## config.mk

```make
export PLATFORM = sky130hd
export DESIGN_NAME = vedic_pp_accumulator_flat
export DESIGN_NICKNAME = d
export VERILOG_FILES = /design/src/rtl/vedic_pkg.sv /design/src/rtl/vedic_pp_accumulator_if.sv /design/src/rtl/vedic_pp_check.sv /design/src/rtl/vedic_pp_accumulator.sv /design/src/flat_wrapper.sv
export SDC_FILE = /design/constraint.sdc
export NUM_CORES = 1
export LEC_CHECK = 0
export CORE_UTILIZATION = 46
export CTS_CLUSTER_SIZE = 16
export DETAILED_ROUTE_END_ITERATION = 7
export GPL_TIMING_DRIVEN = 1
export PLACE_DENSITY = 0.83
export SKIP_CTS_REPAIR_TIMING = 1
export SLEW_MARGIN = 30
export SYNTH_ARGS = -nofsm -noshare
export SYNTH_HDL_FRONTEND = slang
export SYNTH_SLANG_ARGS = --single-unit
```

## constraint.sdc

```tcl
create_clock -name clk -period 2.54 [get_ports clk]
set_clock_uncertainty 0.15 [all_clocks]
set_input_delay 0.508 -clock clk [delete_from_list [all_inputs] [get_ports clk]]
set_output_delay 0.508 -clock clk [all_outputs]
set_load 0.02 [all_outputs]
```

## src/rtl/vedic_pkg.sv

```systemverilog
// rtl/vedic_pkg.sv - shared types and sizing helpers for the Vedic partial-product accumulator
package vedic_pkg;

  typedef enum logic [1:0] {IDLE, RUN, DONE} state_t;

  // Width of the product returned by the external 2x2 cell.
  localparam int PP_W = 4;

  function automatic int num_digits(input int width);
    return width / 2;
  endfunction

  function automatic int num_steps(input int width);
    return (width / 2) * (width / 2);
  endfunction

  function automatic int step_bits(input int width);
    return (num_steps(width) > 1) ? $clog2(num_steps(width)) : 1;
  endfunction

endpackage

```

## src/rtl/vedic_pp_accumulator_if.sv

```systemverilog
// rtl/vedic_pp_accumulator_if.sv - start/operand/result handshake of the sequential multiplier
interface vedic_pp_accumulator_if #(
  parameter int WIDTH = 4
);

  logic                 start;
  logic [WIDTH-1:0]     a;
  logic [WIDTH-1:0]     b;
  logic                 busy;
  logic                 done;
  logic [2*WIDTH-1:0]   product;

  modport master (output start, a, b, input busy, done, product);
  modport slave  (input start, a, b, output busy, done, product);

endinterface

```

## src/rtl/vedic_pp_check.sv

```systemverilog
// rtl/vedic_pp_check.sv - reference compare of the 2x2 cell output with a sticky error flag
module vedic_pp_check
  import vedic_pkg::*;
(
  input  logic            clk,
  input  logic            rst_n,
  input  logic            check_en,
  input  logic [1:0]      pp_a,
  input  logic [1:0]      pp_b,
  input  logic [PP_W-1:0] pp_q,
  output logic            pp_err
);

  logic [PP_W-1:0] expected;

  assign expected = {2'b00, pp_a} * {2'b00, pp_b};

  // Only reset clears the flag; a new start leaves it set.
  always_ff @(posedge clk or negedge rst_n) begin
    if (!rst_n) begin
      pp_err <= 1'b0;
    end else if (check_en && (pp_q != expected)) begin
      pp_err <= 1'b1;
    end
  end

endmodule

```

## src/rtl/vedic_pp_accumulator.sv

```systemverilog
// rtl/vedic_pp_accumulator.sv - WIDTH x WIDTH multiplier stepping digit pairs through an external 2x2 cell
// Optional cell checker built when VEDIC_PP_CHECK_EN is defined.
module vedic_pp_accumulator
  import vedic_pkg::*;
#(
  parameter int WIDTH = 4
) (
  input  logic                   clk,
  input  logic                   rst_n,
  vedic_pp_accumulator_if.slave  bus,
  output logic [1:0]             pp_a,
  output logic [1:0]             pp_b,
  input  logic [PP_W-1:0]        pp_q,
  output logic                   pp_err
);

  localparam int unsigned D     = num_digits(WIDTH);
  localparam int unsigned S     = num_steps(WIDTH);
  localparam int          SW    = step_bits(WIDTH);
  localparam int          ACC_W = 2 * WIDTH;

  state_t             state;
  state_t             state_next;
  logic [WIDTH-1:0]   a_reg;
  logic [WIDTH-1:0]   b_reg;
  logic [ACC_W-1:0]   acc;
  logic [ACC_W-1:0]   acc_sum;
  logic [ACC_W-1:0]   term;
  logic [ACC_W-1:0]   product_reg;
  logic [SW-1:0]      step;
  logic [31:0]        step_ext;
  logic [31:0]        i_idx;
  logic [31:0]        j_idx;
  logic               last_step;

  always_ff @(posedge clk or negedge rst_n) begin
    if (!rst_n) begin
      state <= IDLE;
    end else begin
      state <= state_next;
    end
  end

  always_comb begin
    state_next = state;
    step_ext   = 32'(step);
    i_idx      = step_ext % D;
    j_idx      = step_ext / D;
    last_step  = (step == SW'(S - 1));
    pp_a       = 2'b00;
    pp_b       = 2'b00;
    term       = ACC_W'(pp_q) << (2 * (i_idx + j_idx));
    acc_sum    = acc + term;

    case (state)
      IDLE: begin
        if (bus.start) state_next = RUN;
      end
      RUN: begin
        pp_a = 2'(a_reg >> (2 * i_idx));
        pp_b = 2'(b_reg >> (2 * j_idx));
        if (last_step) state_next = DONE;
      end
      DONE: begin
        state_next = IDLE;
      end
      default: begin
        state_next = IDLE;
      end
    endcase
  end

  // Every run takes all S steps, even for zero operands.
  always_ff @(posedge clk or negedge rst_n) begin
    if (!rst_n) begin
      a_reg       <= '0;
      b_reg       <= '0;
      acc         <= '0;
      step        <= '0;
      product_reg <= '0;
    end else begin
      case (state)
        IDLE: begin
          if (bus.start) begin
            a_reg <= bus.a;
            b_reg <= bus.b;
            acc   <= '0;
            step  <= '0;
          end
        end
        RUN: begin
          acc <= acc_sum;
          if (last_step) begin
            product_reg <= acc_sum;
          end else begin
            step <= step + SW'(1);
          end
        end
        default: begin
        end
      endcase
    end
  end

  assign bus.busy    = (state != IDLE);
  assign bus.done    = (state == DONE);
  assign bus.product = product_reg;

`ifdef VEDIC_PP_CHECK_EN
  vedic_pp_check u_check (
    .clk      (clk),
    .rst_n    (rst_n),
    .check_en (state == RUN),
    .pp_a     (pp_a),
    .pp_b     (pp_b),
    .pp_q     (pp_q),
    .pp_err   (pp_err)
  );
`else
  assign pp_err = 1'b0;
`endif

endmodule

```

## src/flat_wrapper.sv

```systemverilog
// flat-port wrapper written by rule: the top's interface ports become plain ports
module vedic_pp_accumulator_flat import vedic_pkg::*;
#(
  parameter int WIDTH = 4
)
  (clk, rst_n, pp_a, pp_b, pp_q, pp_err, bus_start, bus_a, bus_b, bus_busy, bus_done, bus_product);
  vedic_pp_accumulator_if #(.WIDTH(WIDTH)) bus_i ();
  input  logic clk;
  input  logic rst_n;
  output logic [1:0] pp_a;
  output logic [1:0] pp_b;
  input  logic [PP_W-1:0] pp_q;
  output logic pp_err;
  input wire logic [$bits(bus_i.start)-1:0] bus_start;
  input wire logic [$bits(bus_i.a)-1:0] bus_a;
  input wire logic [$bits(bus_i.b)-1:0] bus_b;
  output wire logic [$bits(bus_i.busy)-1:0] bus_busy;
  output wire logic [$bits(bus_i.done)-1:0] bus_done;
  output wire logic [$bits(bus_i.product)-1:0] bus_product;
  assign bus_i.start = bus_start;
  assign bus_i.a = bus_a;
  assign bus_i.b = bus_b;
  assign bus_busy = bus_i.busy;
  assign bus_done = bus_i.done;
  assign bus_product = bus_i.product;
  vedic_pp_accumulator #(.WIDTH(WIDTH)) u_core (.clk(clk), .rst_n(rst_n), .bus(bus_i), .pp_a(pp_a), .pp_b(pp_b), .pp_q(pp_q), .pp_err(pp_err));
endmodule
```

==> out/summary.txt, run 1 <==
Status - finished, violations left
Violated checks - negative setup slack
Yosys cell types - 36
Setup crit end kind - flop
Adder and majority gate portion of the synthesized area - 0.0753
Initial Util - 0.478
PortBufs - 28
Vias - 1309
# DRC - 0
Synthesized area per cell - 9.91 sq um
Post-synth EDFFs - 0
Total negative slack - -0.194 ns
Drt total wl - 3.36 mm
RSZ-0062 raised after global routing - true
Htree depth - 1
Reg2reg path depth - 9
Multi-input gate area - 871 sq um
Setup violators final - 4
FP Rows - 21
Ys async rst share - 1.00
Filler cells - 282
Post-synth top area share - 0.439
Clock Tree Root - clkbuf_4
Max_cap viols - 0
Number of global-route vias before repair - 1355
Compound-gate portion of the synthesized area - 0.123
First-pass GRT wire length - 5.71 mm
Multiplexer area fraction after synthesis - 0.124
#FFs+latches synth - 28
Final WS setup - -0.0918 ns
DRT Pass-1 Iters - 4
Final #Nets - 232
Crit path cell chain - ha_4 -> mux2i_2 -> nor2_1 -> ha_1 -> nor2b_1 -> o21ai_2 -> a21oi_2 -> or4_1 -> nand3_1
Final Cycle Share - 1.04
TritonCTS clock tree - yes
Register area - 701 sq um
Synth Area in Simple Gates - 0.165
Ratio of cells with drive above 1 in the final layout - 0.222
Mean routed wirelength per cell - 13.3 microns
Routed Antenna Nets - 0
Largest family of logic cells by synthesized area - simple AND/OR/NAND/NOR gates
Clk sink count - 28
Period minus WS final - 2.63 ns
I/O pin count - 30
Gr ovfl total - 0
Pre-CTS setup slack - -0.278 ns
Max VDD drop - 759 uV
Crit path kind - flop to flop
P_leak - 0.967 nW
Area grow syn2layout - 33.5%
CP arrival - 2.76 ns
Core ar. - 0.00334 sq mm
Chip height - 60.9 microns
Via density - 5.17
Ranking of synthesized cells by area - dfrtp_1 44%, mux2_2 7.1%, ha_1 6.3%
Req. time, crit path - 2.67 ns
Die W - 60.9 microns
CP max stage delay - 0.50 ns
CTS Buf Count - 3
DRT iter0 DRCs - 32
Worst Hold Class - flop to flop
Synth Area in XOR/XNOR - 0.0306
Post-Syn Area - 0.00160 sq mm
Worst setup SP type - flop
Post-DP HPWL - 2.60 mm
GP Congestion - 0.859
Mapped Cells - 161
Pwr dens - 1490 mW/mm^2
Final slew viol count - 0
Clock Latency Late Sink - 0.33 ns
Syn_nets - 185
Area leader, netlist - dfrtp_1
Dominant synthesized flop cell - dfrtp_1
Crit-path slowest cell - or4_1
Initial antenna violation count - 0
Clk slew on worst S/H paths - 0.15 ns
Fmax - 380 MHz
Sequential-to-total area share from yosys stat - 0.439
GRT Overall Usage - 0.214
CTS Buffer Depth - 2
Diodes inserted - 0
Largest net degree at the start of global routing - 29
Yosys warnings - 0
Die area - 0.00371 sq mm
Final hold violations - 0
Critical path peak fanout - 6
Hold-critical path depth - 2
## synth_stat cells (all sizes together) (3+ instances only)
master / count
a21oi: 5
a22o: 3
buf: 3
clkbuf: 3
dfrtp: 28
ha: 8
inv: 9
mux2: 11
mux2i: 7
nand2: 17
nand2b: 3
nand3: 4
nor2: 15
nor2b: 5
o21ai: 14
o22ai: 5
xor2: 3
## power breakdown
group / internal (mW) / switching [mW] / leakage (nW)
logic: 1.09 / 1.05 / 0.603
registers: 0.668 / 0.136 / 0.344
clock network: 0.0879 / 0.136 / 0.0210
total: 1.84 / 1.32 / 0.967
## routing by layer
layer / GRT usage / vias to the layer above / share of wire
met4: 0.133 / 0 / 0.029
met1: 0.247 / 617 / 0.43
met3: 0.0299 / 11 / 0.032
li1: - / 646 / -
met2: 0.372 / 35 / 0.51
met5: 0 / - / 0
## cell type report
type | instances | area share
Sequential cell | 28 | 0.329
Tap cell | 46 | 0.0270
Timing Repair Buffer | 48 | 0.202
Inverter | 9 | 0.0159
Clock buffer | 4 | 0.0170
Multi-Input combinational cell | 118 | 0.409
## stage by stage
stage	std cells	power (mW)	cell area, sq um	util	hold slack [ns]
after floorplan	161	2.10	1610	-	0.0624
after global placement	248	2.77	2060	0.618	0.310
after detailed placement	248	2.87	2060	0.618	0.320
after CTS	252	3.10	2100	0.628	0.354
after global routing	253	3.43	2130	0.638	0.375
final	253	3.17	2130	0.638	0.347
## placed cells by master (no fill, tap or decap), drive strengths merged, types with 4 or more instances in the layout
| cell type | Yosys | layout |
|---|---|---|
| clkdlybuf4s50 | 0 | 28 |
| nand2 | 17 | 17 |
| buf | 3 | 20 |
| nor2 | 15 | 15 |
| clkbuf | 3 | 4 |
| inv | 9 | 9 |
| ha | 8 | 8 |
| nor2b | 5 | 5 |
| o22ai | 5 | 5 |
| o21ai | 14 | 14 |
| mux2i | 7 | 7 |
| a21oi | 5 | 5 |
| mux2 | 11 | 11 |
| dfrtp | 28 | 28 |
| nand3 | 4 | 4 |
## cell families after synthesis
family / count (synthesis)
AND/OR/NAND/NOR: 53
AO/OA/AOI/OAI: 33
flip-flops: 28
multiplexers: 18
buffers and inverters: 15
adder cells (fa/ha/maj): 9
XOR/XNOR: 4
other: 1
## final timing paths
check | startpoint | endpoint | slack (ns)
min in group asynchronous | rst_n | u_core.bus.product[1] | 0.38
max | u_core.step[0] | u_core.acc[6] | -0.09
max in group asynchronous | rst_n | u_core.acc[7] | 1.60
min reg2reg | u_core.bus.product[4] | u_core.bus.product[4] | 0.35
min | u_core.bus.product[4] | u_core.bus.product[4] | 0.35
max reg2reg | u_core.step[0] | u_core.acc[6] | -0.09
## worst max-delay path: cells and delay by family, from the launching register on
kind                     cells  cell delay [ns]
adder cells (fa/ha/maj)      2             0.65
multiplexers                 1             0.25
AND/OR/NAND/NOR              4             0.84
flip-flops                   1             0.45
AO/OA/AOI/OAI                2             0.24
No activity file was read; power rests on OpenSTA's default activity.
==> run 2, diff against run 1 <==
--- a/config.mk
+++ b/config.mk
@@ -9,7 +9,7 @@
 export CTS_CLUSTER_SIZE = 16
 export DETAILED_ROUTE_END_ITERATION = 7
 export GPL_TIMING_DRIVEN = 1
-export PLACE_DENSITY = 0.83
+export PLACE_DENSITY_LB_ADDON = 0.12
 export SKIP_CTS_REPAIR_TIMING = 1
 export SLEW_MARGIN = 30
 export SYNTH_ARGS = -nofsm -noshare
==> constraint.sdc (replaced) <==
create_clock -name clk -period 2.54 [get_ports clk]
set_clock_uncertainty 0.15 [all_clocks]
set_input_delay 0.254 -clock clk [delete_from_list [all_inputs] [get_ports clk]]
set_output_delay 0.254 -clock clk [all_outputs]
set_load 0.02 [all_outputs]
==> run 2 against run 1 <==
- the flow still finishes with violations (negative setup slack)
- fmax increased by 1.8%
- first-iteration DRC count increased by 110%
- sequential cell count unchanged
- clock power about the same
- cell area about the same
- largest cell class unchanged
- largest power group unchanged
==> out/summary.txt, run 2 (same netlist as run 1, synthesis figures left out) <==
Mean routed wirelength per cell - 14.1 microns (was 13.3 microns)
CP max stage delay - 0.48 ns (was 0.50 ns)
Most frequent cells in the layout - 28 x clkdlybuf4s50_1, 28 x dfrtp_1, 17 x nand2_1, 17 x buf_4, 13 x nor2_1 (was 28 x clkdlybuf4s50_1, 28 x dfrtp_1, 20 x buf_4, 17 x nand2_1, 14 x nor2_1)
GP Congestion - 0.848 (was 0.859)
Switch Pwr - 1.35 mW (was 1.32 mW)
Switching Share - 0.423 (was 0.418)
RSZ-0062 raised after global routing - true (unchanged)
Die W - 60.9 microns (unchanged)
Pwr dens - 1500 mW/mm^2 (was 1490 mW/mm^2)
Final Cycle Share - 1.02 (was 1.04)
Family with the most delay on the worst path - simple AND/OR/NAND/NOR gates (unchanged)
DRT iter0 DRCs - 66 (was 32)
Period minus WS final - 2.59 ns (was 2.63 ns)
Pre-CTS setup slack - -0.146 ns (was -0.278 ns)
Gate power share - 0.680 (was 0.676)
Post-DP HPWL - 2.66 mm (was 2.60 mm)
Core ar. - 0.00334 sq mm (unchanged)
GRT Overall Usage - 0.210 (was 0.214)
Total negative slack - -0.105 ns (was -0.194 ns)
Crit path cell chain - ha_4 -> mux2i_2 -> nor2_1 -> ha_2 -> nor2b_1 -> o21ai_2 -> a21oi_2 -> or4_1 -> nand3_1 (was ha_4 -> mux2i_2 -> nor2_1 -> ha_1 -> nor2b_1 -> o21ai_2 -> a21oi_2 -> or4_1 -> nand3_1)
# DRC - 0 (unchanged)
Ratio of cells with drive above 1 in the final layout - 0.240 (was 0.222)
Worst setup SP type - flop (unchanged)
Clock share of power - 0.070 (was 0.071)
Htree depth - 1 (unchanged)
FP Rows - 21 (unchanged)
Diodes inserted - 0 (unchanged)
Final #Nets - 229 (was 232)
First-pass GRT wire length - 5.71 mm (about the same)
Clock Latency Late Sink - 0.34 ns (was 0.33 ns)
Final slew viol count - 0 (unchanged)
Req. time, crit path - 2.68 ns (was 2.67 ns)
Reg power frac - 0.250 (was 0.254)
Vias - 1294 (was 1309)
Area grow syn2layout - 33.4% (was 33.5%)
CTS Buffer Depth - 2 (unchanged)
Final hold violations - 0 (unchanged)
Clk slew on worst S/H paths - 0.16 ns (was 0.15 ns)
Critical path peak fanout - 6 (unchanged)
Status - finished, violations left (unchanged)
Worst Hold Class - input port to async pin (was flop to flop)
Clock Tree Root - clkbuf_4 (unchanged)
Violated checks - negative setup slack (unchanged)
PortBufs - 28 (unchanged)
PnR Total Power - 3.20 mW (was 3.17 mW)
Crit path kind - flop to flop (unchanged)
Initial antenna violation count - 0 (unchanged)
Crit-path slowest cell - or4_1 (unchanged)
Fin util - 0.638 (about the same)
Via density - 5.18 (was 5.17)
Setup crit end kind - flop (unchanged)
Non-Filler Instances - 250 (was 253)
Max_cap viols - 0 (unchanged)
Filler cells - 295 (was 282)
Buf/Inv on CP - 0 (unchanged)
Drt total wl - 3.53 mm (was 3.36 mm)
Gr ovfl total - 0 (unchanged)
TritonCTS clock tree - yes (unchanged)
DRT Pass-1 Iters - 4 (unchanged)
Largest net degree at the start of global routing - 29 (unchanged)
Cell Int Power - 1.85 mW (was 1.84 mW)
CP arrival - 2.73 ns (was 2.76 ns)
Number of global-route vias before repair - 1241 (was 1355)
Setup violators final - 3 (was 4)
Max VDD drop - 682 uV (was 759 uV)
Fmax - 387 MHz (was 380 MHz)
Die area - 0.00371 sq mm (unchanged)
Chip height - 60.9 microns (unchanged)
P_leak - 0.952 nW (was 0.967 nW)
Final WS setup - -0.0456 ns (was -0.0918 ns)
Clk sink count - 28 (unchanged)
Initial Util - 0.478 (unchanged)
I/O pin count - 30 (unchanged)
CTS Buf Count - 3 (unchanged)
Placed insts - 245 (was 248)
Routed Antenna Nets - 0 (unchanged)
==> run 2: cell types whose count changed in the layout (fill, tap and decap cells not counted), sizes merged <==
cell  previous run  this run
buf             20        17
==> run 2: routing by layer <==
metal	track usage	vias to the layer above	routed length, microns	share of wire
li1	-	641	-	-
met1	0.276	622	1520	0.43
met2	0.361	25	1850	0.52
met3	0.0192	6	91	0.026
met4	0.0747	0	69	0.020
met5	0	-	0	0
==> run 2: power groups by stage <==
stage               sequential [mW]  combinational, mW  clock, mW
floorplan                     0.867               1.23          0
global placement              0.801               1.96          0
detailed placement            0.811               2.03          0
CTS                           0.800               2.04      0.233
global route                  0.829               2.38      0.246
finish                        0.799               2.18      0.225
==> run 2: stage by stage <==
step / hold WS [ns] / instance area (sq um)
floorplan: -0.192 / 1610
global placement: 0.313 / 2040
detailed placement: 0.324 / 2040
CTS: 0.122 / 2070
global route: 0.151 / 2130
finish: 0.115 / 2130
==> run 2: final timing paths <==
| check | slack (ns) | cells after the start | start | to |
|---|---|---|---|---|
| setup reg to reg | -0.05 | 9 | u_core.step[0] | u_core.acc[6] |
| min in group clk | 0.35 | 2 | u_core.bus.product[5] | u_core.bus.product[5] |
| hold reg to reg | 0.35 | 2 | u_core.bus.product[5] | u_core.bus.product[5] |
| hold / removal | 0.11 | 2 | rst_n | u_core.bus.product[4] |
| setup / recovery | -0.05 | 9 | u_core.step[0] | u_core.acc[6] |
| max in group asynchronous | 1.85 | 2 | rst_n | u_core.b_reg[3] |
==> run 2: cell type report <==
cell class / instances / area [sq um] / area share
multi-input combinational: 118 / 892 / 0.419
sequential: 28 / 701 / 0.329
clock buffer: 4 / 36.3 / 0.0170
tap: 46 / 57.6 / 0.0270
inverter: 9 / 33.8 / 0.0159
timing repair buffer: 45 / 408 / 0.192
